### config.mk
export PLATFORM = sky130hd
export DESIGN_NAME = cache_miss_ctrl
export DESIGN_NICKNAME = d
export VERILOG_FILES = /design/src/rtl/cache_pkg.sv /design/src/rtl/cache_repl.sv /design/src/rtl/cache_miss_ctrl.sv
export SDC_FILE = /design/constraint.sdc
export NUM_CORES = 1
export LEC_CHECK = 0
export CAP_MARGIN = 20
export CORE_AREA = 5 5 62 106
export CTS_BUF_LIST = sky130_fd_sc_hd__clkbuf_4 sky130_fd_sc_hd__clkbuf_8 sky130_fd_sc_hd__clkbuf_16
export DETAILED_ROUTE_END_ITERATION = 8
export DIE_AREA = 0 0 67 111
export MAX_ROUTING_LAYER = met4
export PLACE_DENSITY = 0.62
export SLEW_MARGIN = 40
export SYNTH_ARGS = -nofsm -noshare
export SYNTH_HDL_FRONTEND = slang
export SYNTH_HIERARCHICAL = 1
export SYNTH_SLANG_ARGS = --single-unit
export TNS_END_PERCENT = 10
### constraint.sdc
create_clock -name clk -period 1.74 [get_ports clk]
set_input_delay 0.522 -clock clk [delete_from_list [all_inputs] [get_ports clk]]
set_output_delay 0.522 -clock clk [all_outputs]
set_load 0.005 [all_outputs]
### src/rtl/cache_pkg.sv
// Shared types and geometry for the cache miss controller slice.
// CACHE_CTRL_PLRU_EN selects tree pseudo-LRU replacement (default: round-robin).
package cache_pkg;

  localparam int ADDR_W     = 16;
  localparam int INDEX_W    = 4;
  localparam int WAYS       = 4;
  localparam int LINE_BEATS = 4;
  localparam int BEAT_BYTES = 4;

  localparam int WAY_W    = $clog2(WAYS);
  localparam int BEAT_W   = $clog2(LINE_BEATS);
  localparam int OFFSET_W = BEAT_W + $clog2(BEAT_BYTES);

  typedef enum logic [2:0] {
    S_IDLE,
    S_LOOKUP,
    S_MISS_REQ,
    S_REFILL,
    S_WRITE,
    S_RESP
  } state_e;

  typedef struct packed {
    logic [ADDR_W-1:0] addr;
    logic              write;
  } cpu_req_t;

  function automatic logic [WAYS-1:0] way_onehot(
    input logic [WAY_W-1:0] w
  );
    way_onehot    = '0;
    way_onehot[w] = 1'b1;
  endfunction

endpackage

### src/rtl/cache_repl.sv
// Victim selection: per-set tree PLRU when CACHE_CTRL_PLRU_EN is
// defined, otherwise one global round-robin pointer.
module cache_repl
  import cache_pkg::*;
(
  input  logic               clk,
  input  logic               reset,
  input  logic [INDEX_W-1:0] index,
  input  logic [WAY_W-1:0]   access_way,
  input  logic               update,
  input  logic               refill,
  output logic [WAY_W-1:0]   victim_way
);

`ifdef CACHE_CTRL_PLRU_EN
  localparam int SETS = 2 ** INDEX_W;

  logic [WAYS-2:0] tree_q [SETS];
  logic [WAYS-2:0] row_d;
  logic [WAYS-2:0] row;
  logic            unused_refill;

  assign row           = tree_q[index];
  assign unused_refill = refill;

  // Heap-ordered tree: node n has children 2n+1 (bit 0) and 2n+2 (bit 1).
  always_comb begin
    int node;
    node = 0;
    for (int l = 0; l < WAY_W; l++) begin
      node = 2 * node + 1 + int'(row[node]);
    end
    victim_way = WAY_W'(node - (WAYS - 1));
  end

  always_comb begin
    int node;
    row_d = row;
    node  = 0;
    for (int l = 0; l < WAY_W; l++) begin
      row_d[node] = ~access_way[WAY_W-1-l];
      node = 2 * node + 1 + int'(access_way[WAY_W-1-l]);
    end
  end

  always_ff @(posedge clk or negedge reset) begin
    if (!reset) begin
      for (int s = 0; s < SETS; s++) begin
        tree_q[s] <= '0;
      end
    end else if (update) begin
      tree_q[index] <= row_d;
    end
  end
`else
  logic [WAY_W-1:0] ptr_q;
  logic [WAY_W-1:0] ptr_d;
  logic             unused_sel;

  assign unused_sel = ^{index, access_way};
  assign victim_way = ptr_q;

  always_comb begin
    ptr_d = ptr_q;
    if (update && refill) begin
      ptr_d = ptr_q + 1'b1;
    end
  end

  always_ff @(posedge clk or negedge reset) begin
    if (!reset) begin
      ptr_q <= '0;
    end else begin
      ptr_q <= ptr_d;
    end
  end
`endif

endmodule

### src/rtl/cache_miss_ctrl.sv
// Cache request sequencer: hit handling, victim refill, array strobes.
// Replacement policy chosen by CACHE_CTRL_PLRU_EN (see cache_repl).
module cache_miss_ctrl
  import cache_pkg::*;
(
  input  logic               clk,
  input  logic               reset,
  input  logic               cpu_req_valid,
  output logic               cpu_req_ready,
  input  logic [ADDR_W-1:0]  cpu_req_addr,
  input  logic               cpu_req_write,
  output logic               cpu_resp_valid,
  input  logic               tag_hit,
  input  logic [WAY_W-1:0]   tag_hit_way,
  output logic [INDEX_W-1:0] arr_index,
  output logic [WAYS-1:0]    arr_way_dec,
  output logic               arr_mem_write,
  output logic               arr_miss,
  output logic [BEAT_W-1:0]  arr_beat,
  output logic               arr_tag_write,
  output logic               mem_req_valid,
  input  logic               mem_req_ready,
  output logic [ADDR_W-1:0]  mem_req_addr,
  input  logic               mem_rdata_valid,
  output logic               busy
);

  state_e             state_q, state_d;
  cpu_req_t           req_q, req_d;
  logic [WAY_W-1:0]   way_q, way_d;
  logic [BEAT_W-1:0]  beat_q, beat_d;
  logic [INDEX_W-1:0] index_q, index_d;
  logic [WAYS-1:0]    dec_q, dec_d;

  logic               repl_upd;
  logic               repl_fill;
  logic [WAY_W-1:0]   repl_way;
  logic [WAY_W-1:0]   victim;
  logic               last_beat;
  logic               unused_offset;

  assign last_beat     = beat_q == BEAT_W'(LINE_BEATS - 1);
  assign unused_offset = ^req_q.addr[OFFSET_W-1:0];

  cache_repl u_repl (
    .clk        (clk),
    .reset      (reset),
    .index      (index_q),
    .access_way (repl_way),
    .update     (repl_upd),
    .refill     (repl_fill),
    .victim_way (victim)
  );

  always_comb begin
    state_d   = state_q;
    req_d     = req_q;
    way_d     = way_q;
    beat_d    = beat_q;
    index_d   = index_q;
    dec_d     = dec_q;
    repl_upd  = 1'b0;
    repl_fill = 1'b0;
    repl_way  = way_q;
    unique case (state_q)
      S_IDLE: begin
        if (cpu_req_valid) begin
          req_d   = '{addr: cpu_req_addr, write: cpu_req_write};
          index_d = cpu_req_addr[OFFSET_W +: INDEX_W];
          state_d = S_LOOKUP;
        end
      end
      S_LOOKUP: begin
        if (tag_hit) begin
          way_d    = tag_hit_way;
          dec_d    = way_onehot(tag_hit_way);
          repl_upd = 1'b1;
          repl_way = tag_hit_way;
          state_d  = req_q.write ? S_WRITE : S_RESP;
        end else begin
          way_d   = victim;
          state_d = S_MISS_REQ;
        end
      end
      S_MISS_REQ: begin
        if (mem_req_ready) begin
          dec_d   = way_onehot(way_q);
          beat_d  = '0;
          state_d = S_REFILL;
        end
      end
      S_REFILL: begin
        if (mem_rdata_valid) begin
          beat_d = beat_q + 1'b1;
          if (last_beat) begin
            repl_upd  = 1'b1;
            repl_fill = 1'b1;
            state_d   = req_q.write ? S_WRITE : S_RESP;
          end
        end
      end
      S_WRITE: state_d = S_RESP;
      S_RESP: begin
        dec_d   = '0;
        state_d = S_IDLE;
      end
      default: state_d = S_IDLE;
    endcase
  end

  always_ff @(posedge clk or negedge reset) begin
    if (!reset) begin
      state_q <= S_IDLE;
      req_q   <= '0;
      way_q   <= '0;
      beat_q  <= '0;
      index_q <= '0;
      dec_q   <= '0;
    end else begin
      state_q <= state_d;
      req_q   <= req_d;
      way_q   <= way_d;
      beat_q  <= beat_d;
      index_q <= index_d;
      dec_q   <= dec_d;
    end
  end

  assign cpu_req_ready  = state_q == S_IDLE;
  assign busy           = state_q != S_IDLE;
  assign cpu_resp_valid = state_q == S_RESP;
  assign arr_mem_write  = state_q == S_WRITE;
  assign mem_req_valid  = state_q == S_MISS_REQ;
  assign mem_req_addr   = {req_q.addr[ADDR_W-1:OFFSET_W], {OFFSET_W{1'b0}}};
  assign arr_index      = index_q;
  assign arr_way_dec    = dec_q;
  assign arr_beat       = beat_q;
  assign arr_miss       = (state_q == S_REFILL) && mem_rdata_valid;
  assign arr_tag_write  = arr_miss && last_beat;

endmodule
* Word level (Yosys, flattened, before mapping)
Index checks and enable logic that the tools add are counted.
** Word-level totals
- Register bits after elaboration :: 34
- Input bits :: 25
- Output and inout bits :: 33
** Operators by class
- Add/subtract/negate cells :: 2
- Order comparisons :: 4
- Equal/unequal tests :: 11
- Muxes and demuxes :: 23
- Reductions and logical operators :: 13
** Operators by type and width (count)
- 3-bit 2-to-1 mux :: 5
- 3-bit case mux with 5 select lines :: 1
- 4-bit case mux with 3 select lines :: 1
- 4-bit 2-to-1 mux :: 2
- 2-bit inequality test, second input constant :: 4
- 1-bit 2-to-1 mux :: 7
- 3-bit by 2-bit equality test with 1-bit output, second input constant :: 2
- 3-bit equality test, second input constant :: 2
- 2-bit by 3-bit < comparator with 1-bit output, second input constant :: 2
- 2-bit 2-to-1 mux :: 3
- 3-bit AND reduction :: 2
- 3-bit nonzero test :: 2
- 1-bit logical AND :: 5
- 2-bit by 1-bit adder with 2-bit output, second input constant :: 2
- 1-bit demux with 2-bit select :: 2
- 2-bit by 1-bit >= comparator with 1-bit output, second input constant :: 2
- 2-bit case mux with 2 select lines :: 1
- 4-bit AND reduction :: 1
- 3-bit by 1-bit equality test with 1-bit output, second input constant :: 1
- 3-bit zero test :: 1
- 2-bit equality test, second input constant :: 1
- 2-bit by 1-bit inequality test with 1-bit output, second input constant :: 1
- 1-bit case mux with 2 select lines :: 1
- 2-bit AND reduction :: 1
- 2-bit nonzero test :: 1

* Depth between registers and ports, before layout
Gate-level depths: netlist of run 1.
- Depth after elaboration :: 6
- Mapped depth :: 6

* Cells and area by module
The synthesis of run 1 kept the hierarchy.
** Modules (own cells, without submodules)
- cache_miss_ctrl :: times used 1, cells each 129, area an instance 1442.6 um^2
- cache_repl :: times used 1, cells each 6, area an instance 81.3 um^2

* Least setup slack after synthesis of run 1
OpenSTA, ideal clock, no wires.
- Kind :: register to output
- Start point :: register state_q[1]
- End point :: output arr_tag_write
- Arrival time :: 1.075 ns
- Required time :: 1.218 ns
- Setup slack :: 0.143 ns
- Cell stages (with the launch flop) :: 5
- Buffers on the path :: 1
- Cells stage by stage :: dfrtp_1 buf_4 nor2b_2 and3_1 and2_1
** Between the ends
- Word-level cells in the longest chain between the ends :: 3
** RTL lines
- start, declared :: RTL line cache_miss_ctrl.sv:28 : state_e state_q, state_d;
- start signal, assigned :: RTL line cache_miss_ctrl.sv:120 : state_q <= state_d;
- 3-bit by 2-bit equality test with 1-bit output :: RTL line cache_miss_ctrl.sv:138 : assign arr_miss = (state_q == S_REFILL) && mem_rdata_valid;
- 1-bit logical AND :: RTL line cache_miss_ctrl.sv:138
- named net arr_miss :: RTL line cache_miss_ctrl.sv:18 : output logic arr_miss,
- 1-bit logical AND :: RTL line cache_miss_ctrl.sv:139 : assign arr_tag_write = arr_miss && last_beat;
- end, declared :: RTL line cache_miss_ctrl.sv:20 : output logic arr_tag_write,
The timed path passes the listed nets, and every way through them passes these cells.

* Worst setup path after layout of run 1
- Start point :: register state_q[2]
- End point :: output arr_tag_write
** Between the ends
- Word-level cells in the longest chain between the ends :: 3
** RTL lines (RTL line)
- 3-bit by 2-bit equality test with 1-bit output :: cache_miss_ctrl.sv:138
- 1-bit logical AND :: cache_miss_ctrl.sv:138
- 1-bit logical AND :: cache_miss_ctrl.sv:139
No other way between the ends.

==> results of run 1 <==
-- cells in the final DEF, fill, tap and decap left out, types with 2 or more instances in the layout --
master,n
o311ai_1,2
buf_2,5
and2_4,2
xnor2_1,2
nand3_1,3
dlygate4sd2_1,3
buf_4,23
nor3b_1,2
a22o_1,2
nor2_1,4
clkbuf_8,4
nand3b_1,2
inv_1,5
o21ai_0,3
buf_6,8
dfrtp_1,25
clkdlybuf4s50_1,39
nand2_1,9
mux2_4,10
mux2i_1,3
mux2_1,3
o21a_1,3
conb_1,4
a21oi_1,4
-- worst max-delay path, cell delays in order, from the launching register on --
cell	delay (ns)
dfrtp_1	0.42
buf_6	0.14
nor2b_4	0.10
and3_4	0.18
and2_4	0.13
buf_6	0.08
-- flip-flops by register name, indices dropped and copies added, names as in the netlist --
register,count
req_q,1
mem_req_addr,12
way_q,2
u_repl/victim_way,2
arr_way_dec,4
state_q,3
arr_beat,2
-- power by group --
group / internal [mW] / switching [mW]
registers: 0.906 / 0.204
logic: 1.51 / 0.841
clock network: 0.202 / 0.194
-- metal layers --
metal	vias up	wire length [um]	global-route usage, %
li1	555	-	-
met1	562	1260	10.4
met2	39	1940	17.4
met3	2	244	1.83
met4	0	27	2.44
met5	-	0	-
-- final timing paths --
| path | start | to |
|---|---|---|
| min in group asynchronous | reset | mem_req_addr[8] |
| max in group asynchronous | reset | state_q[0] |
| min | u_repl/victim_way[1] | u_repl/victim_way[1] |
| max | state_q[2] | arr_tag_write |
| min reg2reg | u_repl/victim_way[1] | u_repl/victim_way[1] |
| max reg2reg | state_q[1] | arr_way_dec[2] |
-- cell type report --
| type | count | area share (%) |
|---|---|---|
| flip-flops and latches | 26 | 29.4 |
| multi-input cells | 80 | 30.2 |
| well taps | 76 | 4.29 |
| clock buffers | 4 | 2.49 |
| inverters | 5 | 0.847 |
| repair buffers | 79 | 32.7 |
-- repair_timing --
item	4_1_cts	5_1_grt
buffers inserted	6	0
resized for setup	45	0
hold buffers	0	0
pin swaps	5	0
endpoints found under the setup margin	9	8
==> flow_summary.toml, run 1 <==
[drt]
drc = 0
routedWlPerCell_um = 12.8
totalWireLength_um = 3470
num_vias = 1158
firstDrtPassIters = 4
drtIter0Drc = 11
ant_nets = 0
via_per_inst = 4.29

[critical_path]
cp_max_fo = 3
reg2regPathDepth = 7
path_class = "reg -> out"
required_ns = 1.22
rrSetupSlack_ns = 0.11
end_kind = "output pin"
cp-start-kind = "flop"
crit_arrival_ns = 1.34

[sta]
finClkSkew_ns = 0.00218
slew_viol_final = 0
tns_ns = -0.336
final_hold_viol_count = 0
fin_crit_ns = 1.86
finalSetupViolations = 6
grt_setup_unrepaired = "true"
final.setup.worst_slack_ns = -0.117
max_freq_mhz = 538
holdWs_ns = 0.481
period_share_pct = 107

[hold_path]
hold_path.class = "reg -> reg"
holdPathStages = 1

[final_layout]
final_area_mm2 = 0.00221
fillers = 561
seqCellArea_um2 = 652
post-route-util_pct = 40.0
multi_input_area_um2 = 669
final_cells = 270
drive_gt1_share_pct = 32.5
n_antenna_cell = 0
areaGrowthSynthToFinish_pct = 47.9
final_nets = 221

[cts]
cts_root_buffer = "clkbuf_8"
cts_buffer_depth = 2
clk_latency_ns = 0.27
cts.sinks = 26
cts_max_level = 1
cts_tree = "built"
cts.clk_slew.worst_paths_ns = 0.09
numCtsBuffers = 3

[grt]
antenna_found_initial = 0
grt_pass1_vias = 1194
grt.overflow.total = 0
grt_usage_pct = 9.64
grt_max_degree = 27
grt_pass1_wl_um = 5590

[pwr]
total_leakage_power_nw = 0.990
peakVddDrop_v = 0.000554
power.total_mw = 3.86
pwr_density_cell_mw_per_mm2 = 1740

[outcome]
status = "finished with violations"
violations = "setup timing"

[placed_design]
dpl_worst_slack_ns = -0.561
placement.cell_area_mm2 = 0.00208
post-dp-hpwl_um = 2600
placed_cells = 260
io_buffers = 49
gp_congestion = 0.712

[run]
maxCapViolCount = 0

[synthesis]
synth_cells = 132
synth.cell_area_mm2 = 0.00150
yosys_warnings = 6
syn_avg_cell_area_um2 = 11.3

[floorplan]
io_pins = 58
fp.dieArea_mm2 = 0.00744
fp.coreArea_mm2 = 0.00554
initial_utilization_pct = 27.0
die_y_um = 111
rows = 36
die_x_um = 67
No activity file was read; power rests on OpenSTA's default activity.
==> inputs of run 2 (changes only) <==
--- a/config.mk
+++ b/config.mk
@@ -6,12 +6,12 @@
 export NUM_CORES = 1
 export LEC_CHECK = 0
 export CAP_MARGIN = 20
-export CORE_AREA = 5 5 62 106
+export CORE_AREA = 5 5 51 86
 export CTS_BUF_LIST = sky130_fd_sc_hd__clkbuf_4 sky130_fd_sc_hd__clkbuf_8 sky130_fd_sc_hd__clkbuf_16
 export DETAILED_ROUTE_END_ITERATION = 8
-export DIE_AREA = 0 0 67 111
+export DIE_AREA = 0 0 56 91
 export MAX_ROUTING_LAYER = met4
-export PLACE_DENSITY = 0.62
+export PLACE_DENSITY = 0.86
 export SLEW_MARGIN = 40
 export SYNTH_ARGS = -nofsm -noshare
 export SYNTH_HDL_FRONTEND = slang
==> run 2 against run 1 <==
- the run still ends with setup timing left
- combinational power grew 2%
- worst hold slack worse by 0.0089 ns
- non-clock buffer count down 1
- fmax is essentially flat
- via count decreased by 1.8%
- sequential share of layout area grew 0.61 points
- first-iteration DRC count down 27%
- die area fell by 31%
- final area fell by 2.2%
- highest routed layer unchanged
- utilization rose by 20 points
- flip-flop and latch count stayed put
- final cell count is 12% lower
==> flow_summary.toml, run 2 (synthesis results as in run 1) <==
[grt]
grt_usage_pct = 13.5
grt_pass1_wl_um = 5460
grt.overflow.total = 0
antenna_found_initial = 0
grt_pass1_vias = 1178
grt_max_degree = 27

[final_layout]
final_area_mm2 = 0.00217
areaGrowthSynthToFinish_pct = 44.6
largest_reg_flops = 12
final_cell_mix = "clkdlybuf4s50_1 (38), dfrtp_1 (26), buf_4 (25), mux2_4 (13), nand2_1 (9)"
drive_gt1_share_pct = 32.3
post-route-util_pct = 60.3
final_cells = 238
final_nets = 220
layout_commonest_cell = "clkdlybuf4s50_1"
n_antenna_cell = 0

[placed_design]
gp_congestion = 0.766
post-dp-hpwl_um = 2460
placement.cell_area_mm2 = 0.00205
io_buffers = 49
placed_cells = 231

[drt]
drtIter0Drc = 8
ant_nets = 0
num_vias = 1137
firstDrtPassIters = 4
routedWlPerCell_um = 13.9
totalWireLength_um = 3320
via_per_inst = 4.78
drc = 0

[run]
maxCapViolCount = 0

[floorplan]
fp.coreArea_mm2 = 0.00359
die_x_um = 56
die_y_um = 91
fp.dieArea_mm2 = 0.00510
rows = 29
initial_utilization_pct = 41.7
io_pins = 58

[sta]
final.setup.worst_slack_ns = -0.116
final_hold_viol_count = 0
slew_viol_final = 0
finalSetupViolations = 11
max_freq_mhz = 539
finClkSkew_ns = 0.00376
period_share_pct = 107
holdWs_ns = 0.472
grt_setup_unrepaired = "true"
fin_crit_ns = 1.86

[cts]
cts.sinks = 26
holdBufCountCts = 0
cts_tree = "built"
cts_max_level = 1
clk_latency_ns = 0.26
numCtsBuffers = 3
cts_root_buffer = "clkbuf_8"
cts_buffer_depth = 2
cts.clk_slew.worst_paths_ns = 0.08

[critical_path]
end_kind = "output pin"
path_class = "reg -> out"
reg2regPathDepth = 6
required_ns = 1.22
cp-start-kind = "flop"
cp_max_fo = 3
crit_arrival_ns = 1.33

[hold_path]
holdPathStages = 1
hold_path.class = "reg -> reg"

[outcome]
status = "finished with violations"
violations = "setup timing"

[pwr]
total_leakage_power_nw = 0.990
peakVddDrop_v = 0.000922
pwr_density_cell_mw_per_mm2 = 1760
power.total_mw = 3.81
-- run 2: cell count changes in the layout (fill, tap and decap cells not counted), moves of 2 or more --
cell | previous run | this run
buf_2 | 5 | 1
buf_4 | 23 | 25
buf_6 | 8 | 6
clkdlybuf4s15_2 | 0 | 2
mux2_1 | 3 | 0
mux2_4 | 10 | 13
-- run 2: path summary, 6_finish.rpt --
| kind | from | to | slack [ns] |
|---|---|---|---|
| max | state_q[2] | arr_tag_write | -0.12 |
| min | u_repl/victim_way[1] | u_repl/victim_way[1] | 0.47 |
| max reg2reg | state_q[2] | req_q[0] | -0.01 |
| min reg2reg | u_repl/victim_way[1] | u_repl/victim_way[1] | 0.47 |
| max in group asynchronous | reset | mem_req_addr[9] | 0.87 |
| min in group asynchronous | reset | mem_req_addr[11] | 0.61 |
-- run 2: layout make-up --
| type | instances | area, um2 |
|---|---|---|
| clock buffer | 3 | 41.3 |
| fill | 297 | 1430 |
| inverter | 5 | 18.8 |
| multi-input combinational | 80 | 681 |
| sequential | 26 | 651 |
| tap | 46 | 57.6 |
| timing repair buffer | 78 | 717 |
-- run 2: power breakdown --
group,leakage (nW),total [mW],internal [mW],switching [mW]
clock network,0.0216,0.329,0.155,0.174
logic,0.656,2.39,1.52,0.861
registers,0.313,1.10,0.904,0.191
total,0.990,3.81,2.58,1.23
-- run 2: repair_timing --
action                                  4_1_cts  5_1_grt
endpoints found under the setup margin        9       22
buffers inserted                              4        0
gates resized for setup                      37        4
pin swaps                                     3        1
-- run 2: metrics by stage --
stage                     setup TNS, ns  worst slack (ns)
after global placement            -2.78            -0.545
final                            -0.470            -0.116
after detailed placement          -3.22            -0.592
after CTS                        -0.515            -0.112
after global routing              -1.54            -0.168
after floorplan                       0             0.143
-- run 2: routing by layer --
layer / vias up / routed length, um / GRT usage (%)
met5: - / 0 / -
met4: 0 / 61 / 4.95
met3: 6 / 152 / 1.70
met2: 33 / 1860 / 24.5
met1: 545 / 1240 / 14.7
li1: 553 / - / -
-- run 2: worst max-delay path: stages, from the launching register on --
cell and delay (ns):
dfrtp_1 0.42, buf_6 0.14, nor2b_4 0.10, and3_4 0.18
and2_4 0.13, buf_6 0.08
==> inputs of run 3 (changes only) <==
--- a/config.mk
+++ b/config.mk
@@ -5,7 +5,6 @@
 export SDC_FILE = /design/constraint.sdc
 export NUM_CORES = 1
 export LEC_CHECK = 0
-export CAP_MARGIN = 20
 export CORE_AREA = 5 5 51 86
 export CTS_BUF_LIST = sky130_fd_sc_hd__clkbuf_4 sky130_fd_sc_hd__clkbuf_8 sky130_fd_sc_hd__clkbuf_16
 export DETAILED_ROUTE_END_ITERATION = 8
==> results of run 3 <==
Same layout as run 2: the final DEF is identical, and so are final timing and power.
